`src/rtl/noc_pkg.sv`:
```
// noc_pkg: shared flit width, address field bounds and flit/source types for the merge network
package noc_pkg;
    localparam int FLIT_W  = 9;
    localparam int ADDR_HI = 8;
    localparam int ADDR_LO = 5;
    typedef logic [FLIT_W-1:0] flit_t;
    typedef enum logic {SRC0 = 1'b0, SRC1 = 1'b1} src_t;
endpackage

```
`src/rtl/noc_fifo.sv`:
```
// noc_fifo: DEPTH-entry flit FIFO; pointers carry one extra wrap bit so full and empty differ
module noc_fifo
    import noc_pkg::*;
#(
    parameter int W     = FLIT_W,
    parameter int DEPTH = 2
) (
    input  logic         CLK,
    input  logic         _RESET,
    input  logic [W-1:0] push_data,
    input  logic         push_valid,
    output logic         push_ready,
    output logic [W-1:0] pop_data,
    output logic         pop_valid,
    input  logic         pop
);
    localparam int AW = $clog2(DEPTH);
    logic [AW:0]  wr_ptr, rd_ptr;
    logic [W-1:0] mem [DEPTH];
    logic         alive;
    logic         full;
    always_comb begin
        full       = (wr_ptr[AW] != rd_ptr[AW]) && (wr_ptr[AW-1:0] == rd_ptr[AW-1:0]);
        push_ready = alive && !full;
        pop_valid  = wr_ptr != rd_ptr;
        pop_data   = mem[rd_ptr[AW-1:0]];
    end
    // alive keeps ready low until the first edge after reset release
    always_ff @(posedge CLK or negedge _RESET) begin
        if (!_RESET) begin
            wr_ptr <= '0;
            rd_ptr <= '0;
            alive  <= 1'b0;
        end else begin
            alive <= 1'b1;
            if (push_valid && push_ready) wr_ptr <= wr_ptr + (AW+1)'(1);
            if (pop && pop_valid) rd_ptr <= rd_ptr + (AW+1)'(1);
        end
    end
    always_ff @(posedge CLK) begin
        if (push_valid && push_ready) mem[wr_ptr[AW-1:0]] <= push_data;
    end
endmodule

```
`src/rtl/arb2_merge.sv`:
```
// arb2_merge: two buffered inputs merged round-robin into one registered output stream.
// Define ARB2_MERGE_STATS_EN to add saturating per-input grant counters.
module arb2_merge
    import noc_pkg::*;
#(
    parameter int W     = FLIT_W,
    parameter int DEPTH = 2
) (
    input  logic         CLK,
    input  logic         _RESET,
    input  logic [W-1:0] in0_data,
    input  logic         in0_valid,
    output logic         in0_ready,
    input  logic [W-1:0] in1_data,
    input  logic         in1_valid,
    output logic         in1_ready,
    output logic [W-1:0] out_data,
    output logic         out_valid,
    input  logic         out_ready,
`ifdef ARB2_MERGE_STATS_EN
    output logic [15:0]  grant_cnt0,
    output logic [15:0]  grant_cnt1,
`endif
    output logic         out_src
);
    logic [W-1:0] d0, d1;
    logic         v0, v1, pop0, pop1, load;
    src_t         grant, last;
    noc_fifo #(.W(W), .DEPTH(DEPTH)) u_fifo0 (
        .CLK(CLK), ._RESET(_RESET),
        .push_data(in0_data), .push_valid(in0_valid), .push_ready(in0_ready),
        .pop_data(d0), .pop_valid(v0), .pop(pop0)
    );
    noc_fifo #(.W(W), .DEPTH(DEPTH)) u_fifo1 (
        .CLK(CLK), ._RESET(_RESET),
        .push_data(in1_data), .push_valid(in1_valid), .push_ready(in1_ready),
        .pop_data(d1), .pop_valid(v1), .pop(pop1)
    );
    always_comb begin
        grant = (v0 && v1) ? src_t'(~last) : src_t'(v1);
        load  = (!out_valid || out_ready) && (v0 || v1);
        pop0  = load && grant == SRC0;
        pop1  = load && grant == SRC1;
    end
    // last starts at SRC1 so input 0 wins the first tie
    always_ff @(posedge CLK or negedge _RESET) begin
        if (!_RESET) begin
            out_valid <= 1'b0;
            out_data  <= '0;
            out_src   <= 1'b0;
            last      <= SRC1;
        end else if (load) begin
            out_valid <= 1'b1;
            out_data  <= grant == SRC1 ? d1 : d0;
            out_src   <= grant;
            last      <= grant;
        end else if (out_ready) begin
            out_valid <= 1'b0;
        end
    end
`ifdef ARB2_MERGE_STATS_EN
    always_ff @(posedge CLK or negedge _RESET) begin
        if (!_RESET) begin
            grant_cnt0 <= '0;
            grant_cnt1 <= '0;
        end else begin
            if (pop0 && grant_cnt0 != 16'hFFFF) grant_cnt0 <= grant_cnt0 + 16'd1;
            if (pop1 && grant_cnt1 != 16'hFFFF) grant_cnt1 <= grant_cnt1 + 16'd1;
        end
    end
`endif
endmodule

```
`config.mk`:
```
export PLATFORM = sky130hd
export DESIGN_NAME = arb2_merge
export DESIGN_NICKNAME = d
export VERILOG_FILES = /design/src/rtl/noc_pkg.sv /design/src/rtl/noc_fifo.sv /design/src/rtl/arb2_merge.sv
export SDC_FILE = /design/constraint.sdc
export NUM_CORES = 1
export LEC_CHECK = 0
export ABC_AREA = 1
export BUFFER_PORTS_ARGS = -buffer_cell sky130_fd_sc_hd__buf_2
export CORE_MARGIN = 1
export CORE_UTILIZATION = 58
export CTS_BUF_LIST = sky130_fd_sc_hd__clkbuf_8
export DETAILED_ROUTE_END_ITERATION = 10
export PLACE_DENSITY_LB_ADDON = 0.3
export SETUP_SLACK_MARGIN = 0.1
export SYNTH_ARGS = -nofsm -noshare
export SYNTH_HDL_FRONTEND = slang
export SYNTH_SLANG_ARGS = --single-unit
```
`constraint.sdc`:
```
create_clock -name CLK -period 2 [get_ports CLK]
set_input_delay 0.2 -clock CLK [delete_from_list [all_inputs] [get_ports CLK]]
set_output_delay 0.2 -clock CLK [all_outputs]
set_load 0.05 [all_outputs]
```
==> results of run 1 <==
[cells in the mapped netlist (all sizes together)]
library cell,instances
xor2,3
mux2i,9
edfxtp,36
dfstp,1
clkbuf,2
buf,5
conb,1
xnor2,2
or2,9
nor2,7
a21oi,3
nand2,59
o21ai,13
nand3,22
inv,14
dfrtp,20
[cell type report]
class | count | area share (%)
Sequential cell | 57 | 58.0
Multi-Input combinational cell | 128 | 24.2
Timing Repair Buffer | 42 | 8.29
Clock buffer | 9 | 4.46
Tap cell | 48 | 2.16
Inverter | 14 | 1.89
Clock inverter | 7 | 1.08
[through the flow]
stage	cell area [sq um]	setup slack, ns	utilization (%)	hold slack (ns)	power [mW]
6_report	2780	0.353	73.1	0.0607	4.55
5_1_grt	2780	0.175	73.1	0.0415	4.87
4_1_cts	2770	0.225	73.0	0.0490	4.58
3_5_place_dp	2610	0.285	68.7	0.182	3.75
3_3_place_gp	2610	0.350	68.7	0.175	3.68
2_1_floorplan	2370	0.365	-	-0.0956	3.31
[repair_timing]
action                                  in CTS  in global routing
hold buffers                                 1                  0
endpoints found under the setup margin       0                  6
resized for setup                            0                  2
endpoints found under the hold margin       20                  0
[flip-flops by register name (all words and copies together) (netlist names)]
name,cells
last,1
u_fifo0.mem,18
u_fifo0.rd_ptr,2
u_fifo1.alive,1
u_fifo1.wr_ptr,2
u_fifo0.wr_ptr,2
out_valid,1
out_src,1
out_data,9
u_fifo1.rd_ptr,2
u_fifo1.mem,18
[path summary, 6_finish.rpt]
kind | start | to | slack [ns] | cells past startpoint
max | u_fifo1.rd_ptr[0]$_DFFE_PN0P_ | in1_ready | 0.35 | 5
min | in0_data[8] | u_fifo0.mem[1][8]$_DFFE_PP_ | 0.06 | 1
max reg2reg | u_fifo0.wr_ptr[0]$_DFFE_PN0N_ | u_fifo0.rd_ptr[1]$_DFFE_PN0P_ | 0.35 | 9
min reg2reg | out_src$_DFFE_PN0P_ | out_src$_DFFE_PN0P_ | 0.47 | 2
max in group asynchronous | _RESET | u_fifo1.rd_ptr[0]$_DFFE_PN0P_ | 1.28 | 2
min in group asynchronous | _RESET | u_fifo1.wr_ptr[0]$_DFFE_PN0N_ | 0.37 | 2
[power by group]
group | internal, mW | switching (mW) | total, mW
Combinational | 0.585 | 1.35 | 1.94
Clock | 0.423 | 0.395 | 0.818
Sequential | 1.59 | 0.204 | 1.80
Total | 2.60 | 1.95 | 4.55
[placed cells by master (no fill, tap or decap)]
master,instances
nand2_1,55
edfxtp_1,36
buf_2,35
nand3_1,21
dfrtp_1,19
inv_1,13
mux2i_1,9
or2_2,9
clkbuf_8,9
o21ai_0,8
buf_4,6
nor2_1,5
o21ai_1,5
nand2_2,4
a21oi_1,3
inv_2,3
xor2_1,3
clkinv_2,3
xnor2_1,2
clkinv_1,2
nor2_4,1
nor2_8,1
nand3_2,1
dlygate4sd3_1,1
dfstp_2,1
conb_1,1
dfrtp_2,1
[worst max-delay path, delay by kind of cell (launching register included)]
kind,cells,cell delay [ns]
DFF,1,0.47
buffers and inverters,2,0.35
and+or+nand+nor,2,0.16
AOI/OAI and AO/OA,1,0.15
[kinds of logic after synthesis]
| group | Yosys count | synth area share [%] |
|---|---|---|
| buffers and inverters | 21 | 3.96 |
| AND/OR/NAND/NOR | 97 | 19.0 |
| multiplexers | 9 | 3.80 |
| other | 1 | 0.158 |
| XOR/XNOR | 5 | 1.85 |
| AO/OA/AOI/OAI | 16 | 3.38 |
| flip-flops | 57 | 67.8 |
[layer usage]
metal  vias to the layer above  track usage (%)
met3                         6             6.21
met1                       753             26.7
met5                         -                0
li1                        782                -
met2                        44             36.9
met4                         0             12.2
==> results.ini, run 1 <==
[run_status]
outcome=complete, no violations

[grt]
grt_pass1_wl_um=6730
grt_pass1_vias=1499
grt_usage_pct=22.5
antenna_found_initial=0
grt-ovfl-total=0
grt_max_degree=22

[finish]
multi_input_area_sq_um=671
antennaDiodeCount=0
num-nets-final=275
fill_cells=271
final_cells=305
syn2layout_area_growth_pct=17.2
ff_latch_area_sq_um=1610
layout-drive-gt1-share_pct=28.8

[place]
gp_congestion=0.748
io_buffers=35
dp_hpwl_um=3000
dp_cells=288

[detailed_routing]
firstDrtPassIters=4
drc_errors=0
ant_nets=0
routed_wl_um=4090
wl_per_cell_um=13.4
drtIter0Drc=93
met2WireLength_um=2090
m1WireLength_um=1760
wl_met3_um=191
highest-signal-layer=met4
vias=1585
viasPerCell=5.20

[timing]
period_share_pct=82.4
fmax_mhz=607
period_needed_ns=1.65
tns_ns=0
rsz0062_at_grt=false
clock_skew_ns=0.00773
finalHoldViolCount=0
setup_viol=0
slew_violations=0

[synthesis]
ys_types=24
ys_seq_area_share_pct=67.8
synth_seq_cells=57
synthCells=206
yosysTopAreaCell=edfxtp_1
netlist.area_leader.share_pct=45.6
post_synth.cell_area_avg_sq_um=11.5
ys.warnings.count=0
syn-num-nets=229
synth_top_cells_by_area=edfxtp_1 46%, dfrtp_1 21%, nand2_1 8.9%, nand3_1 4.4%, mux2i_1 3.8%
synth_area_sq_um=2370

[clocking]
clock-sinks=57
htree_num_levels=3
cts_buffers=9
cts.clk_slew.worst_paths_ns=0.06
post_cts_buffers=0
cts-root-buf=clkbuf_8
max-clock-path-buffers=2
insertion_delay_ns=0.32
cts_tree=built

[setup_path]
max_stage_delay_ns=0.47
crit_top_cell=nand2_1
critPathRequiredTime_ns=1.80
path_cells=inv_1, nand2_1, nand2_1, a21oi_1, buf_2
arrival_ns=1.45
crit_fanout=12
slowest_stage=dfrtp_2
end_kind=output port
crit_type=reg2out
cp-start-kind=register

[floorplan]
initial_core_util_pct=62.4
dieArea_sq_um=4350
chipHeight_um=65.9
ios=36
dieWidth_um=65.9
placementRows=22
core_sq_um=3800

[power]
p_leak_nw=1.24
ir_worst_vdd_uv=882
powerDensity_nw_per_um2=1640

[run]
drv_cap=0

[min_path]
hold_class=in2reg

No activity file was read; power rests on OpenSTA's default activity.
==> run 2, diff against run 1 <==
- CORE_UTILIZATION: 58 -> 53
- clock period: 2 -> 1.5 ns (I/O delays scaled with it)
==> run 2 against run 1 <==
Against the previous run: the run now ends with setup timing left; non-clock buffer count up 55; sequential share of layout area shrank 13 points; final area is 29% higher; clock skew about the same; combinational power rose by 130%; first-iteration DRC count up 100%; sequential power up 32%; via count grew 24%; clock power increased by 50%.
==> results.ini, run 2 (synthesized netlist as in run 1, its figures left out) <==
[clocking]
cts_buffers=9  ; unchanged
cts_tree=built  ; unchanged
insertion_delay_ns=0.33  ; was 0.32 ns
cts-root-buf=clkbuf_8  ; unchanged
clock-sinks=57  ; unchanged
cts.clk_slew.worst_paths_ns=0.06  ; about the same
htree_num_levels=3  ; unchanged
max-clock-path-buffers=2  ; unchanged

[timing]
fmax_mhz=621
period_share_pct=107
period_needed_ns=1.61
timing.final.ws_setup_ns=-0.111  ; was 0.353 ns
setup_viol=30  ; was 0
rsz0062_at_grt=true  ; was false
clock_skew_ns=0.00780  ; was 0.00773 ns
tns_ns=-1.77  ; was 0 ns
slew_violations=0  ; unchanged
finalHoldViolCount=0  ; unchanged

[power]
p_total_mw=8.09  ; was 4.55 mW
p_leak_nw=1.58  ; was 1.24 nW
powerDensity_nw_per_um2=2260  ; was 1640 nW/um^2
ir_worst_vdd_uv=1270  ; was 882 uV

[place]
io_buffers=35  ; unchanged
gp_congestion=0.786  ; was 0.748
dp_hpwl_um=3080  ; was 3000 um
placed_cell_area_sq_um=2750  ; was 2610 sq um

[min_path]
min_path_cells=4  ; was 1
hold_class=in2reg  ; unchanged
hold_end=out_valid$_DFFE_PN0P_  ; was u_fifo0.mem[1][8]$_DFFE_PP_
min_from=out_ready  ; was in0_data[8]

[finish]
layout_common_cells=40 x nand2_1, 36 x edfxtp_1, 33 x buf_2, 27 x buf_4  ; was 55 x nand2_1, 36 x edfxtp_1, 35 x buf_2, 21 x nand3_1, 19 x dfrtp_1
final_common_cell=nand2_1  ; unchanged
layout-drive-gt1-share_pct=45.2  ; was 28.8%
num-nets-final=332  ; was 275
final_cell_area_sq_um=3580  ; was 2780 sq um
syn2layout_area_growth_pct=51.1  ; was 17.2%
antennaDiodeCount=0  ; unchanged

[floorplan]
dieArea_sq_um=4740  ; was 4350 sq um
placementRows=23  ; was 22
initial_core_util_pct=57.2  ; was 62.4%
ios=36  ; unchanged
core_sq_um=4140  ; was 3800 sq um
chipHeight_um=68.9  ; was 65.9 um
dieWidth_um=68.9  ; was 65.9 um

[detailed_routing]
routed_wl_um=6380  ; was 4090 um
met2WireLength_um=3200  ; was 2090 um
highest-signal-layer=met4  ; unchanged
viasPerCell=5.40  ; was 5.20
drtIter0Drc=187  ; was 93
m1WireLength_um=2400  ; was 1760 um
drc_errors=0  ; unchanged
firstDrtPassIters=4  ; unchanged
vias=1965  ; was 1585
wl_per_cell_um=17.5  ; was 13.4 um
ant_nets=0  ; unchanged
wl_met3_um=495  ; was 191 um

[setup_path]
slowest_stage=dfrtp_1  ; was dfrtp_2
path_cells=inv_1, nand2_1, nand2_2, inv_2, buf_6, a21oi_4, buf_6  ; was inv_1, nand2_1, nand2_1, a21oi_1, buf_2
crit_top_cell=buf_6  ; was nand2_1
r2r-end=u_fifo0.mem[1][1]$_DFFE_PP_  ; was u_fifo0.rd_ptr[1]$_DFFE_PN0P_
crit_type=reg2out  ; unchanged
worstRegToRegCells=8  ; was 9
cp-start-kind=register  ; unchanged
max_stage_delay_ns=0.40  ; was 0.47 ns
end_kind=output port  ; unchanged
critPathRequiredTime_ns=1.35  ; was 1.80 ns
r2r_setup_slack_ns=-0.11  ; was 0.35 ns
r2r_start=u_fifo0.rd_ptr[1]$_DFFE_PN0P_  ; was u_fifo0.wr_ptr[0]$_DFFE_PN0N_
crit_fanout=3  ; was 12
arrival_ns=1.46  ; was 1.45 ns

[grt]
grt_usage_pct=27.6  ; was 22.5%
grt-ovfl-total=0  ; unchanged
grt_max_degree=22  ; unchanged
grt_pass1_vias=1923  ; was 1499
antenna_found_initial=0  ; unchanged
grt_pass1_wl_um=8500  ; was 6730 um

[run]
drv_cap=0  ; unchanged

[run_status]
outcome=complete, but fails checks  ; was complete, no violations
violations=setup timing

==> run 2: worst max-delay path by stage <==
stage	start	to	cells past startpoint
finish	u_fifo0.rd_ptr[1]$_DFFE_PN0P_	in0_ready	7
floorplan	u_fifo1.rd_ptr[1]$_DFFE_PN0P_	u_fifo1.mem[0][0]$_DFFE_PP_	7
CTS	u_fifo0.wr_ptr[1]$_DFFE_PN0N_	in0_ready	7
global route	u_fifo0.rd_ptr[1]$_DFFE_PN0P_	in0_ready	7
detailed placement	u_fifo1.wr_ptr[1]$_DFFE_PN0N_	u_fifo1.mem[1][5]$_DFFE_PP_	7
global placement	u_fifo1.wr_ptr[1]$_DFFE_PN0N_	u_fifo1.mem[0][0]$_DFFE_PP_	8
==> run 2: what timing repair did <==
item	4_1_cts	5_1_grt
endpoints found under the hold margin	53	2
endpoints found under the setup margin	51	56
setup buffers	18	7
pin swaps	10	7
resized for setup	28	28
cloned	2	3
hold buffers	18	1
==> run 2: layout make-up <==
class,instances,area (sq um)
clock inverter,5,22.5
timing repair buffer,97,823
timing repair inverter,1,6.26
fill,202,563
multi-input combinational,129,848
tap,50,62.6
clock buffer,11,151
sequential,57,1610
inverter,14,57.6
==> run 2: worst max-delay path: cells and delay by family (launching register included) <==
| kind | cells | cell delay, ns |
|---|---|---|
| buffers and inverters | 4 | 0.43 |
| flip-flops | 1 | 0.40 |
| AO/OA/AOI/OAI | 1 | 0.11 |
| AND/OR/NAND/NOR | 2 | 0.17 |
==> run 2: per-stage QoR <==
stage / worst slack (ns) / hold WS (ns) / util (%) / std cells
after floorplan: -0.0123 / -0.146 / - / 206
after global placement: 0.0372 / 0.131 / 66.2 / 300
after detailed placement: -0.0107 / 0.132 / 66.2 / 300
after CTS: -0.0529 / 0.00241 / 81.7 / 353
after global routing: -0.185 / 0.231 / 86.4 / 364
final: -0.111 / 0.228 / 86.4 / 364
==> run 2: per-layer routing <==
metal	GRT usage, %	vias up
met5	0	-
met4	16.8	0
met3	11.2	37
met2	46.6	113
met1	28.6	917
li1	-	898
==> run 2: report_power, final <==
part           switching [mW]  internal (mW)
Sequential              0.249           2.12
Combinational            2.67           1.82
Clock                   0.563          0.665
Total                    3.48           4.61
==> run 3, diff against run 2 <==
- ABC_AREA: 1 -> unset
- CORE_UTILIZATION: 53 -> 52
- TNS_END_PERCENT: unset -> 100
==> run 3 against run 2 <==
Against the previous run: the flow still finishes with violations (setup timing); critical path type unchanged; sequential cell count unchanged; sequential power grew 6%; register-to-register slack improved by 0.09 ns; synthesized cell count is 28% lower; largest cell class unchanged.
==> results.ini, run 3 <==
[run_status]
outcome=complete, but fails checks  ; unchanged
violations=setup timing  ; unchanged

[grt]
grt_pass1_wl_um=6970  ; was 8500 um
antenna_found_initial=0  ; unchanged
grt-ovfl-total=0  ; unchanged
grt_pass1_vias=1501  ; was 1923
grt_max_degree=22  ; unchanged
grt_usage_pct=22.6  ; was 27.6%

[synthesis]
ys.warnings.count=0  ; unchanged
yosysTopAreaCell=edfxtp_1  ; unchanged
synth.most_common_cell=edfxtp_1  ; was nand2_1
synth_compound_area_share_pct=7.91  ; was 3.38%
synth_top_family_by_area=multiplexers  ; was simple AND/OR/NAND/NOR gates
synthArstFlopShare_pct=36.8  ; unchanged
ys_seq_area_share_pct=70.6  ; was 67.8%
ys_types=37  ; was 24
syn-num-nets=171  ; was 229
netlist.area_leader.share_pct=47.4  ; was 45.6%
synth_top_cells_by_area=edfxtp_1 47%, dfrtp_1 22%, mux2i_1 6.6%, xor2_1 2.7%, xnor2_1 2.3%  ; was edfxtp_1 46%, dfrtp_1 21%, nand2_1 8.9%, nand3_1 4.4%, mux2i_1 3.8%
post_synth.cell_area_avg_sq_um=15.4  ; was 11.5 sq um
synthXorXnorAreaFrac_pct=5.71  ; was 1.85%
synthMuxAreaShare_pct=8.07  ; was 3.80%
synth_seq_cells=57  ; unchanged
synth_common_cells=36 x edfxtp_1, 20 x dfrtp_1, 15 x mux2i_1, 10 x nand2_1, 7 x xor2_1  ; was 56 x nand2_1, 36 x edfxtp_1, 21 x nand3_1, 20 x dfrtp_1, 11 x inv_1
synth_adder_area_share_pct=0  ; unchanged
synth_area_sq_um=2280  ; was 2370 sq um
synthFlopType=edfxtp_1  ; unchanged
synthCells=148  ; was 206
synth_edf_count=36  ; unchanged
synthSimpleGateAreaFrac_pct=6.10  ; was 19.0%

[power]
ir_worst_vdd_uv=1130  ; was 1270 uV
powerDensity_nw_per_um2=2450  ; was 2260 nW/um^2
p_leak_nw=1.28  ; was 1.58 nW

[timing]
finalHoldViolCount=0  ; unchanged
period_needed_ns=1.52  ; was 1.61 ns
period_share_pct=101  ; was 107%
rsz0062_at_grt=true  ; unchanged
slew_violations=0  ; unchanged
timing.final.ws_setup_ns=-0.0168  ; was -0.111 ns
setup_viol=10  ; was 30
clock_skew_ns=0.00550  ; was 0.00780 ns
holdWs_ns=0.0252  ; was 0.228 ns
fmax_mhz=659  ; was 621 MHz

[detailed_routing]
firstDrtPassIters=4  ; unchanged
vias=1487  ; was 1965
wl_per_cell_um=17.1  ; was 17.5 um
routed_wl_um=4690  ; was 6380 um
drtIter0Drc=87  ; was 187
viasPerCell=5.41  ; was 5.40
ant_nets=0  ; unchanged
drc_errors=0  ; unchanged

[clocking]
cts_tree=built  ; unchanged
cts_buffers=9  ; unchanged
clock-sinks=57  ; unchanged
max-clock-path-buffers=2  ; unchanged
cts.clk_slew.worst_paths_ns=0.06  ; about the same
htree_num_levels=3  ; unchanged
insertion_delay_ns=0.33  ; about the same
cts-root-buf=clkbuf_8  ; unchanged

[finish]
num-nets-final=243  ; was 332
multi_input_area_sq_um=781  ; was 848 sq um
final_common_cell=edfxtp_1  ; was nand2_1
final_cells=275  ; was 364
ff_latch_area_sq_um=1620  ; was 1610 sq um
final_cell_area_sq_um=3180  ; was 3580 sq um
antennaDiodeCount=0  ; unchanged
layout_common_cells=36 x edfxtp_1, 33 x buf_2, 15 x mux2i_1, 14 x dlygate4sd3_1, 14 x dfrtp_1  ; was 40 x nand2_1, 36 x edfxtp_1, 33 x buf_2, 27 x buf_4
syn2layout_area_growth_pct=39.7  ; was 51.1%
layout-drive-gt1-share_pct=44.4  ; was 45.2%
fill_cells=234  ; was 202
utilization_pct=77.3  ; was 86.4%

[setup_path]
critPathRequiredTime_ns=1.35  ; about the same
r2r-end=out_data[0]$_DFFE_PN0P_  ; was u_fifo0.mem[1][1]$_DFFE_PP_
arrival_ns=1.37  ; was 1.46 ns
end_kind=output port  ; unchanged
cp-start-kind=register  ; unchanged
crit_type=reg2out  ; unchanged
crit_buf_inv=1  ; was 4
cp-endpoint=in1_ready  ; was in0_ready
r2r_setup_slack_ns=-0.02  ; was -0.11 ns
crit_fanout=4  ; was 3
crit_family=flip-flops  ; was buffers and inverters
max_stage_delay_ns=0.44  ; was 0.40 ns
r2r_start=u_fifo0.rd_ptr[1]$_DFFE_PN0P_  ; unchanged
crit_cells=3  ; was 7
worstRegToRegCells=5  ; was 8
slowest_stage=dfrtp_2  ; was dfrtp_1
startpoint=u_fifo1.wr_ptr[0]$_DFFE_PN0N_  ; was u_fifo0.rd_ptr[1]$_DFFE_PN0P_
path_cells=xnor2_4, a21boi_4, buf_6  ; was inv_1, nand2_1, nand2_2, inv_2, buf_6, a21oi_4, buf_6

[floorplan]
initial_core_util_pct=55.4  ; was 57.2%
ios=36  ; unchanged
dieWidth_um=68.2  ; was 68.9 um
chipHeight_um=68.2  ; was 68.9 um
core_sq_um=4120  ; was 4140 sq um
placementRows=23  ; unchanged
dieArea_sq_um=4650  ; was 4740 sq um

[min_path]
hold_class=in2reg  ; unchanged
min_from=in1_data[3]  ; was out_ready

[place]
placed_cell_area_sq_um=2680  ; was 2750 sq um
place_ws_ns=-0.0956  ; was -0.0107 ns
io_buffers=35  ; unchanged
dp_hpwl_um=3090  ; was 3080 um
dp_cells=240  ; was 300
gp_congestion=0.824  ; was 0.786

[run]
drv_cap=0  ; unchanged

-- run 3: worst min path at each step --
stage                                         end  slack, ns  depth (start not counted)
floorplan                 out_data[0]$_DFFE_PN0P_      -0.15                          0
global placement    u_fifo0.wr_ptr[1]$_DFFE_PN0N_       0.12                          1
detailed placement  u_fifo0.wr_ptr[1]$_DFFE_PN0N_       0.13                          1
CTS                   u_fifo0.mem[0][1]$_DFFE_PP_     0.0002                          1
global route          u_fifo0.mem[1][2]$_DFFE_PP_      0.004                          1
finish                u_fifo1.mem[0][3]$_DFFE_PP_       0.03                          1
-- run 3: logic make-up (layout without fill, tap and decap cells) --
kind of cell           after synthesis  count (layout)
other                                1               1
multiplexers                        18              18
AND/OR/NAND/NOR                     28              29
AO/OA/AOI/OAI                       23              23
flip-flops                          57              57
XOR/XNOR                            14              14
buffers and inverters                7              83
-- run 3: metal layers --
layer	GRT usage (%)	up-vias	part of all wire, %
met4	13.8	0	1.9
li1	-	696	-
met5	0	-	0
met2	39.2	51	53
met1	24.4	730	40
met3	6.17	10	5.3
-- run 3: power breakdown --
group | switching (mW) | internal (mW) | total (mW)
logic | 2.12 | 1.50 | 3.62
registers | 0.342 | 2.18 | 2.52
clock network | 0.573 | 1.09 | 1.66
total | 3.03 | 4.76 | 7.80
-- run 3: final cells by class --
class / count / area share [%]
multi-input combinational: 85 / 24.5
clock inverter: 7 / 3.42
clock buffer: 9 / 3.89
tap: 50 / 1.97
timing repair buffer: 66 / 15.3
inverter: 1 / 0.118
sequential: 57 / 50.7
-- run 3: metrics by stage --
| step | power, mW | TNS (ns) |
|---|---|---|
| floorplan | 4.81 | -6.93 |
| global placement | 5.58 | 0 |
| detailed placement | 5.74 | -0.502 |
| CTS | 7.64 | -0.156 |
| global route | 8.16 | -1.61 |
| finish | 7.80 | -0.0819 |
-- run 3: worst register-to-register path: cells and delay by family, from the launching register on --
kind / cells / cell delay [ns]
flip-flops: 1 / 0.45
AO/OA/AOI/OAI: 2 / 0.38
XOR/XNOR: 1 / 0.24
buffers and inverters: 1 / 0.19
AND/OR/NAND/NOR: 1 / 0.13
-- run 3: repair_timing --
| action | in CTS | in global routing |
|---|---|---|
| endpoints found under the setup margin | 55 | 55 |
| endpoints found under the hold margin | 45 | 0 |
| gates cloned | 0 | 1 |
| pin swaps | 5 | 4 |
| buffers inserted | 4 | 0 |
| hold buffers | 14 | 0 |
| gates resized for setup | 9 | 10 |
